## src/rtl/axi_types_pkg.sv

```systemverilog
// rtl/axi_types_pkg.sv - AXI encodings and burst engine state type shared by the read and write engines
//
// Contents:
//   AXI_BURST_FIXED/INCR/WRAP : arburst encodings
//   axi_resp_e                : OKAY, EXOKAY, SLVERR, DECERR response codes
//   AXI_4KB                   : bursts must not cross this byte boundary
//   engine_state_e            : IDLE, ADDR, DATA, DONE
//   axi_size_log2             : log2 of bytes per beat for a data width in bits
package axi_types_pkg;

  localparam logic [1:0] AXI_BURST_FIXED = 2'b00;
  localparam logic [1:0] AXI_BURST_INCR  = 2'b01;
  localparam logic [1:0] AXI_BURST_WRAP  = 2'b10;

  typedef enum logic [1:0] {
    OKAY   = 2'b00,
    EXOKAY = 2'b01,
    SLVERR = 2'b10,
    DECERR = 2'b11
  } axi_resp_e;

  localparam int AXI_4KB = 4096;

  typedef enum logic [1:0] {
    IDLE = 2'd0,
    ADDR = 2'd1,
    DATA = 2'd2,
    DONE = 2'd3
  } engine_state_e;

  function automatic int axi_size_log2(input int data_width);
    return $clog2(data_width / 8);
  endfunction

endpackage

```

## src/rtl/axi_burst_len_calc.sv

```systemverilog
// rtl/axi_burst_len_calc.sv - beats for the next INCR burst and its arlen/awlen encoding
//
// Ports:
//   addr_lo   in  12         low bits of the burst start byte address (beat aligned)
//   remaining in  RemWidth   words still to move (callers only use the result when >= 1)
//   beats     out 9          min(remaining, MaxBurstLen, words left before the next 4KB line)
//   arlen     out 8          beats - 1
module axi_burst_len_calc
  import axi_types_pkg::*;
#(
  parameter int RemWidth    = 8,
  parameter int MaxBurstLen = 16,
  parameter int ByteShift   = 2
) (
  input  logic [11:0]         addr_lo,
  input  logic [RemWidth-1:0] remaining,
  output logic [8:0]          beats,
  output logic [7:0]          arlen
);

  localparam logic [31:0] MAX_BEATS = 32'(MaxBurstLen);
  localparam logic [31:0] LINE_BYTES = 32'(AXI_4KB);

  logic [31:0] to_4kb;
  logic [31:0] rem_ext;
  logic [31:0] pick;

  always_comb begin
    to_4kb  = (LINE_BYTES - {20'd0, addr_lo}) >> ByteShift;
    rem_ext = 32'(remaining);
    pick    = rem_ext;
    if (MAX_BEATS < pick) pick = MAX_BEATS;
    if (to_4kb < pick) pick = to_4kb;
    beats = pick[8:0];
    arlen = 8'(pick - 32'd1);
  end

endmodule

```

## src/rtl/axi_burst_read_engine.sv

```systemverilog
// rtl/axi_burst_read_engine.sv - fetches data_size words over AXI INCR bursts into a local buffer
//
// Ports:
//   clk, reset                      clock; synchronous active-low reset
//   start_valid/start_ready         start handshake; data_ptr, data_size, axi_offset captured on it
//   done_valid/done_ready/done_error completion handshake; error set by bad rresp or rlast mismatch
//   buffer_addr/wdata/ce/we         single-port buffer write port, active only on R beats
//   ar*                             AXI read address channel (one outstanding burst)
//   r*                              AXI read data channel (rid ignored)
module axi_burst_read_engine
  import axi_types_pkg::*;
#(
  parameter int BufferDataWidth = 32,
  parameter int BufferAddrWidth = 8,
  parameter int AXIAddrWidth    = 32,
  parameter int AXIDataWidth    = 32,
  parameter int AXIIDWidth      = 1,
  parameter int AXIMaxBurstLen  = 16
) (
  input  logic                       clk,
  input  logic                       reset,
  input  logic                       start_valid,
  output logic                       start_ready,
  input  logic [BufferAddrWidth-1:0] data_ptr,
  input  logic [BufferAddrWidth-1:0] data_size,
  input  logic [AXIAddrWidth-1:0]    axi_offset,
  output logic                       done_valid,
  input  logic                       done_ready,
  output logic                       done_error,
  output logic [BufferAddrWidth-1:0] buffer_addr,
  output logic [BufferDataWidth-1:0] buffer_wdata,
  output logic                       buffer_ce,
  output logic                       buffer_we,
  output logic [AXIAddrWidth-1:0]    araddr,
  output logic [AXIIDWidth-1:0]      arid,
  output logic [7:0]                 arlen,
  output logic [2:0]                 arsize,
  output logic [1:0]                 arburst,
  output logic                       arvalid,
  input  logic                       arready,
  input  logic [AXIDataWidth-1:0]    rdata,
  input  logic [AXIIDWidth-1:0]      rid,
  input  logic [1:0]                 rresp,
  input  logic                       rlast,
  input  logic                       rvalid,
  output logic                       rready
);

  localparam int BYTE_SHIFT = axi_size_log2(AXIDataWidth);
  localparam logic [AXIAddrWidth-1:0] ALIGN_MASK = ~AXIAddrWidth'((1 << BYTE_SHIFT) - 1);

  engine_state_e state_q, state_d;

  logic [AXIAddrWidth-1:0]    addr_q;
  logic [BufferAddrWidth-1:0] buf_ptr_q;
  logic [BufferAddrWidth-1:0] remaining_q;
  logic [8:0]                 beat_cnt_q;
  logic [8:0]                 burst_beats_q;
  logic                       err_q;
  logic [AXIAddrWidth-1:0]    araddr_q;
  logic [7:0]                 arlen_q;

  logic                       start_fire;
  logic                       ar_fire;
  logic                       r_fire;
  logic                       final_beat;
  logic                       enter_addr;
  logic [AXIAddrWidth-1:0]    start_addr;
  logic [AXIAddrWidth-1:0]    burst_bytes;
  logic [AXIAddrWidth-1:0]    calc_addr;
  logic [BufferAddrWidth-1:0] calc_rem;
  logic [8:0]                 calc_beats;
  logic [7:0]                 calc_arlen;
  logic                       unused_rid;

  assign unused_rid = ^rid;

  assign start_fire  = start_valid && start_ready;
  assign ar_fire     = arvalid && arready;
  assign r_fire      = rvalid && rready;
  assign final_beat  = r_fire && (beat_cnt_q == 9'd1);
  assign start_addr  = axi_offset & ALIGN_MASK;
  assign burst_bytes = AXIAddrWidth'(burst_beats_q) << BYTE_SHIFT;

  // The AR fields are registered on the way into ADDR, so the length
  // calculator looks at the values addr/remaining are about to take.
  always_comb begin
    if (state_q == IDLE) begin
      calc_addr = start_addr;
      calc_rem  = data_size;
    end else begin
      calc_addr = addr_q + burst_bytes;
      calc_rem  = remaining_q - BufferAddrWidth'(1);
    end
  end

  axi_burst_len_calc #(
    .RemWidth   (BufferAddrWidth),
    .MaxBurstLen(AXIMaxBurstLen),
    .ByteShift  (BYTE_SHIFT)
  ) u_len_calc (
    .addr_lo  (calc_addr[11:0]),
    .remaining(calc_rem),
    .beats    (calc_beats),
    .arlen    (calc_arlen)
  );

  assign enter_addr = (state_q != ADDR) && (state_d == ADDR);

  // State register
  always_ff @(posedge clk) begin
    if (!reset) state_q <= IDLE;
    else        state_q <= state_d;
  end

  // Next-state logic
  always_comb begin
    state_d = state_q;
    case (state_q)
      IDLE: if (start_fire) state_d = (data_size == '0) ? DONE : ADDR;
      ADDR: if (ar_fire) state_d = DATA;
      // The burst closes on the beat count; rlast only feeds the error flag.
      DATA: if (final_beat) state_d = (remaining_q == BufferAddrWidth'(1)) ? DONE : ADDR;
      DONE: if (done_ready) state_d = IDLE;
      default: state_d = IDLE;
    endcase
  end

  // Datapath registers
  always_ff @(posedge clk) begin
    if (!reset) begin
      addr_q        <= '0;
      buf_ptr_q     <= '0;
      remaining_q   <= '0;
      beat_cnt_q    <= '0;
      burst_beats_q <= '0;
      err_q         <= 1'b0;
      araddr_q      <= '0;
      arlen_q       <= '0;
    end else begin
      if (enter_addr) begin
        araddr_q      <= calc_addr;
        arlen_q       <= calc_arlen;
        burst_beats_q <= calc_beats;
      end
      case (state_q)
        IDLE: begin
          if (start_fire) begin
            addr_q      <= start_addr;
            buf_ptr_q   <= data_ptr;
            remaining_q <= data_size;
            err_q       <= 1'b0;
          end
        end
        ADDR: begin
          if (ar_fire) beat_cnt_q <= burst_beats_q;
        end
        DATA: begin
          if (r_fire) begin
            buf_ptr_q   <= buf_ptr_q + BufferAddrWidth'(1);
            remaining_q <= remaining_q - BufferAddrWidth'(1);
            beat_cnt_q  <= beat_cnt_q - 9'd1;
            if (rresp != OKAY) err_q <= 1'b1;
            if (rlast != (beat_cnt_q == 9'd1)) err_q <= 1'b1;
            if (beat_cnt_q == 9'd1) addr_q <= addr_q + burst_bytes;
          end
        end
        DONE: begin
          if (done_ready) err_q <= 1'b0;
        end
        default: ;
      endcase
    end
  end

  // Outputs
  always_comb begin
    // start_ready is also gated by reset so it reads 0 while reset is held.
    start_ready  = (state_q == IDLE) && reset;
    arvalid      = (state_q == ADDR);
    rready       = (state_q == DATA);
    done_valid   = (state_q == DONE);
    done_error   = (state_q == DONE) && err_q;
    buffer_ce    = (state_q == DATA) && rvalid;
    buffer_we    = (state_q == DATA) && rvalid;
    buffer_addr  = buf_ptr_q;
    buffer_wdata = rdata;
    araddr       = araddr_q;
    arlen        = arlen_q;
    arid         = '0;
    arsize       = 3'(BYTE_SHIFT);
    arburst      = AXI_BURST_INCR;
  end

endmodule

```

## config.mk

```make
export PLATFORM = sky130hd
export DESIGN_NAME = axi_burst_read_engine
export DESIGN_NICKNAME = d
export VERILOG_FILES = /design/src/rtl/axi_types_pkg.sv /design/src/rtl/axi_burst_len_calc.sv /design/src/rtl/axi_burst_read_engine.sv
export SDC_FILE = /design/constraint.sdc
export NUM_CORES = 1
export LEC_CHECK = 0
export ABC_AREA = 1
export BUFFER_PORTS_ARGS = -buffer_cell sky130_fd_sc_hd__buf_2
export CAP_MARGIN = 20
export CORE_MARGIN = 2
export CORE_UTILIZATION = 40
export DETAILED_ROUTE_END_ITERATION = 8
export GPL_ROUTABILITY_DRIVEN = 0
export PLACE_DENSITY = 0.73
export SLEW_MARGIN = 10
export SYNTH_ARGS = -nofsm -noshare
export SYNTH_HDL_FRONTEND = slang
export SYNTH_HIERARCHICAL = 1
export SYNTH_SLANG_ARGS = --single-unit
```

## constraint.sdc

```tcl
create_clock -name clk -period 9.05 [get_ports clk]
set_input_delay 1.81 -clock clk [delete_from_list [all_inputs] [get_ports clk]]
set_output_delay 1.81 -clock clk [all_outputs]
set_load 0.02 [all_outputs]
```

==> impl_metrics.py <==
metrics = {
    "run_status": {
        "outcome": "completed",
    },
    "route": {
        "num_vias": 8012,
        "ant_nets": 0,
        "vias_per_cell": 5.15,
        "drtPass1Iterations": 5,
        "first_iter_violations": 516,
        "wl_um": 21700,
        "wire_per_inst_um": 13.9,
        "drc": 0,
    },
    "finish": {
        "nNetsFinal": 1431,
        "fin_util_pct": 44.9,
        "fin_area_mm2": 0.00843,
        "layoutNonFillerInstCount": 1557,
        "drive_above_1_share_pct": 13.2,
        "antenna_cells": 0,
        "fill_cells": 1955,
        "area_delta_synth_final_pct": 10.1,
    },
    "timing": {
        "fmaxAchievable_mhz": 192,
        "worst_pin_slew_ns": 0.911,
        "holdWs_ns": 0.443,
        "tns_ns": 0,
        "fin_worst_skew_ns": 0.0114,
        "setup_slack_ns": 3.84,
        "grt_setup_unrepaired": "false",
        "setup_viol": 0,
        "period_share_pct": 57.6,
        "period_minus_slack_ns": 5.21,
        "hold_violations": 0,
        "slew_headroom_pct": 39.3,
        "finalMaxSlewViolations": 0,
    },
    "cts": {
        "clk_pin_slew_ns": 0.07,
        "h-tree-depth": 3,
        "cts_tree": "done",
        "post-cts-setup-buffers": 0,
        "clockBufferDepth": 2,
        "postCtsHoldBufs": 0,
        "clock_latency_ns": 0.36,
        "cts_buffers": 9,
        "cts.repair.resized": 0,
        "clock-sinks": 106,
        "clockRootBuffer": "clkbuf_16",
    },
    "global_route": {
        "grt_first_pass_wirelength_um": 35100,
        "grt_overflow_total": 0,
        "antenna_found_initial": 2,
        "grt_max_degree": 89,
        "track_usage_pct": 21.3,
        "grt_pass1_vias": 7239,
    },
    "floorplan": {
        "row_count": 50,
        "coreArea_mm2": 0.0188,
        "initial_core_util_pct": 40.8,
        "die_width_um": 142,
        "fp.dieH_um": 142,
        "ios": 183,
        "die-area_mm2": 0.0203,
    },
    "placed_design": {
        "place_ws_ns": 3.82,
        "hpwl_um": 15500,
        "placed_cells": 1540,
        "placedInstanceArea_mm2": 0.00808,
        "io_buffers": 109,
    },
    "worst_setup_path": {
        "crit_top_cell": "buf_2",
        "worstPathCellList": "buf_2, buf_4, inv_2, nor2_1, buf_2",
        "start_kind": "input pin",
        "r2r_end": "arlen[6]$_SDFFE_PN0P_",
        "r2r_slack_ns": 4.50,
        "slowest_delay_ns": 0.64,
        "crit_fanout": 88,
        "worstPathArrival_ns": 3.40,
        "critical_path_class": "input pin to output pin",
        "ff2ff_path_depth": 33,
        "critPathRequiredTime_ns": 7.24,
        "cpMaxStageDelayCell": "buf_4",
        "r2r-start": "state_q[0]$_SDFF_PN0_",
        "critPathCaptureType": "output pin",
    },
    "yosys": {
        "synth_area_mm2": 0.00766,
        "synth_edf_count": 0,
        "ys_ff_latch": 106,
        "yosysUniqueCellTypes": 39,
        "async_flop_share_pct": 0,
        "ys_warn_count": 6,
        "synth_ff_type": "dfxtp_1",
        "synth_top_area_cell": "dfxtp_1",
        "synthCells": 1271,
        "synth_area_leaders": "dfxtp_1, nand2_1, nor2_1",
        "synth-seq-area-share_pct": 27.7,
        "yosysTopAreaCellShare_pct": 27.7,
        "avgSynthCellArea_um2": 6.02,
    },
    "job": {
        "drv_cap": 0,
    },
    "hold_path": {
        "min_path_cells": 2,
        "hold_class": "flip-flop to flip-flop",
        "hold_path_end": "araddr[1]$_SDFFE_PN0P_",
        "min_from": "araddr[1]$_SDFFE_PN0P_",
    },
    "pwr": {
        "power-per-cell-area_mw_per_mm2": 166,
        "p_total_mw": 1.40,
        "ir_worst_vdd_mv": 0.0830,
        "p_leak_nw": 4.22,
    },
}
[how the worst max path moves through the flow]
stage                   from                    end  slack (ns)  depth (start not counted)
6_report               reset            start_ready        3.84                          5
4_1_cts                reset            start_ready        3.81                          5
3_5_place_dp           reset            start_ready        3.82                          5
2_1_floorplan  axi_offset[8]  arlen[6]$_SDFFE_PN0P_        4.51                         20
5_1_grt                reset            start_ready        3.71                          5
3_3_place_gp           reset            start_ready        3.81                          5
[cell families after synthesis]
logic type	Yosys count	synth area share [%]
flip-flops	106	27.7
buffers and inverters	238	14.0
AO/OA/AOI/OAI	216	15.0
multiplexers	2	0.261
XOR/XNOR	19	2.17
other	4	0.196
adder cells (fa/ha/maj)	23	3.86
AND/OR/NAND/NOR	663	36.8
[layout by cell type, fill, tap and decap left out, types with 3 or more instances in the layout]
cell | netlist | final
nand3b_1 | 5 | 5
nor2_4 | 4 | 4
buf_4 | 42 | 6
nand4_1 | 11 | 11
xnor2_1 | 9 | 9
dfxtp_1 | 106 | 106
o21ai_0 | 86 | 86
inv_1 | 141 | 141
nand2_2 | 10 | 10
clkbuf_16 | 0 | 9
buf_2 | 14 | 109
a21oi_1 | 91 | 91
or2_2 | 6 | 6
inv_2 | 6 | 6
a31oi_1 | 14 | 14
nor2_1 | 148 | 148
nor3_1 | 8 | 8
nand2_1 | 371 | 371
o211ai_1 | 3 | 3
nand2_4 | 5 | 5
ha_1 | 22 | 22
a221oi_1 | 3 | 3
xor2_1 | 10 | 10
nand3_1 | 83 | 83
o21ai_1 | 7 | 7
nor2_2 | 6 | 6
conb_1 | 4 | 14
a211oi_1 | 8 | 8
[flip-flops by register name, indices dropped and copies added (netlist names)]
register	cells
state_q	2
beat_cnt_q	9
araddr	31
err_q	1
addr_q	30
arlen	8
remaining_q	8
burst_beats_q	9
buffer_addr	8
[per-layer routing]
layer  vias to the layer above  GRT usage, %  part of all wire, %
met5                         -             0                0.060
met4                         2          7.82                  3.0
met3                        47          3.70                  6.8
met2                       265          35.1                   45
met1                      3619          28.0                   46
li1                       4079             -                    -
[critical path, delay by kind of cell]
kind / cells / cell delay, ns
buf+inv: 4 / 1.32
simple gates: 1 / 0.25
[power breakdown]
part,leakage (nW),total [mW],internal (mW),switching [mW]
clock,0.155,0.443,0.251,0.192
combinational,3.20,0.408,0.138,0.270
sequential,0.871,0.546,0.511,0.0353
total,4.22,1.40,0.901,0.497
[cell usage after synthesis (6+ instances only)]
master,number
nand2_1,371
nor2_1,148
inv_1,141
dfxtp_1,106
a21oi_1,91
o21ai_0,86
nand3_1,83
buf_4,42
clkbuf_1,29
ha_1,22
a31oi_1,14
buf_2,14
nand4_1,11
nand2_2,10
xor2_1,10
xnor2_1,9
a211oi_1,8
nor3_1,8
o21ai_1,7
buf_1,6
inv_2,6
nor2_2,6
or2_2,6
[final cells by class]
type,instances,area (um2),share of cell area (%)
multi-input cells,937,4500,53.4
flip-flops and latches,106,2120,25.2
repair buffers,117,631,7.48
inverters,147,552,6.55
well taps,234,293,3.47
clock buffers,10,239,2.84
clock inverters,6,88.8,1.05
Note: power is estimated with default switching activity, not from simulation.
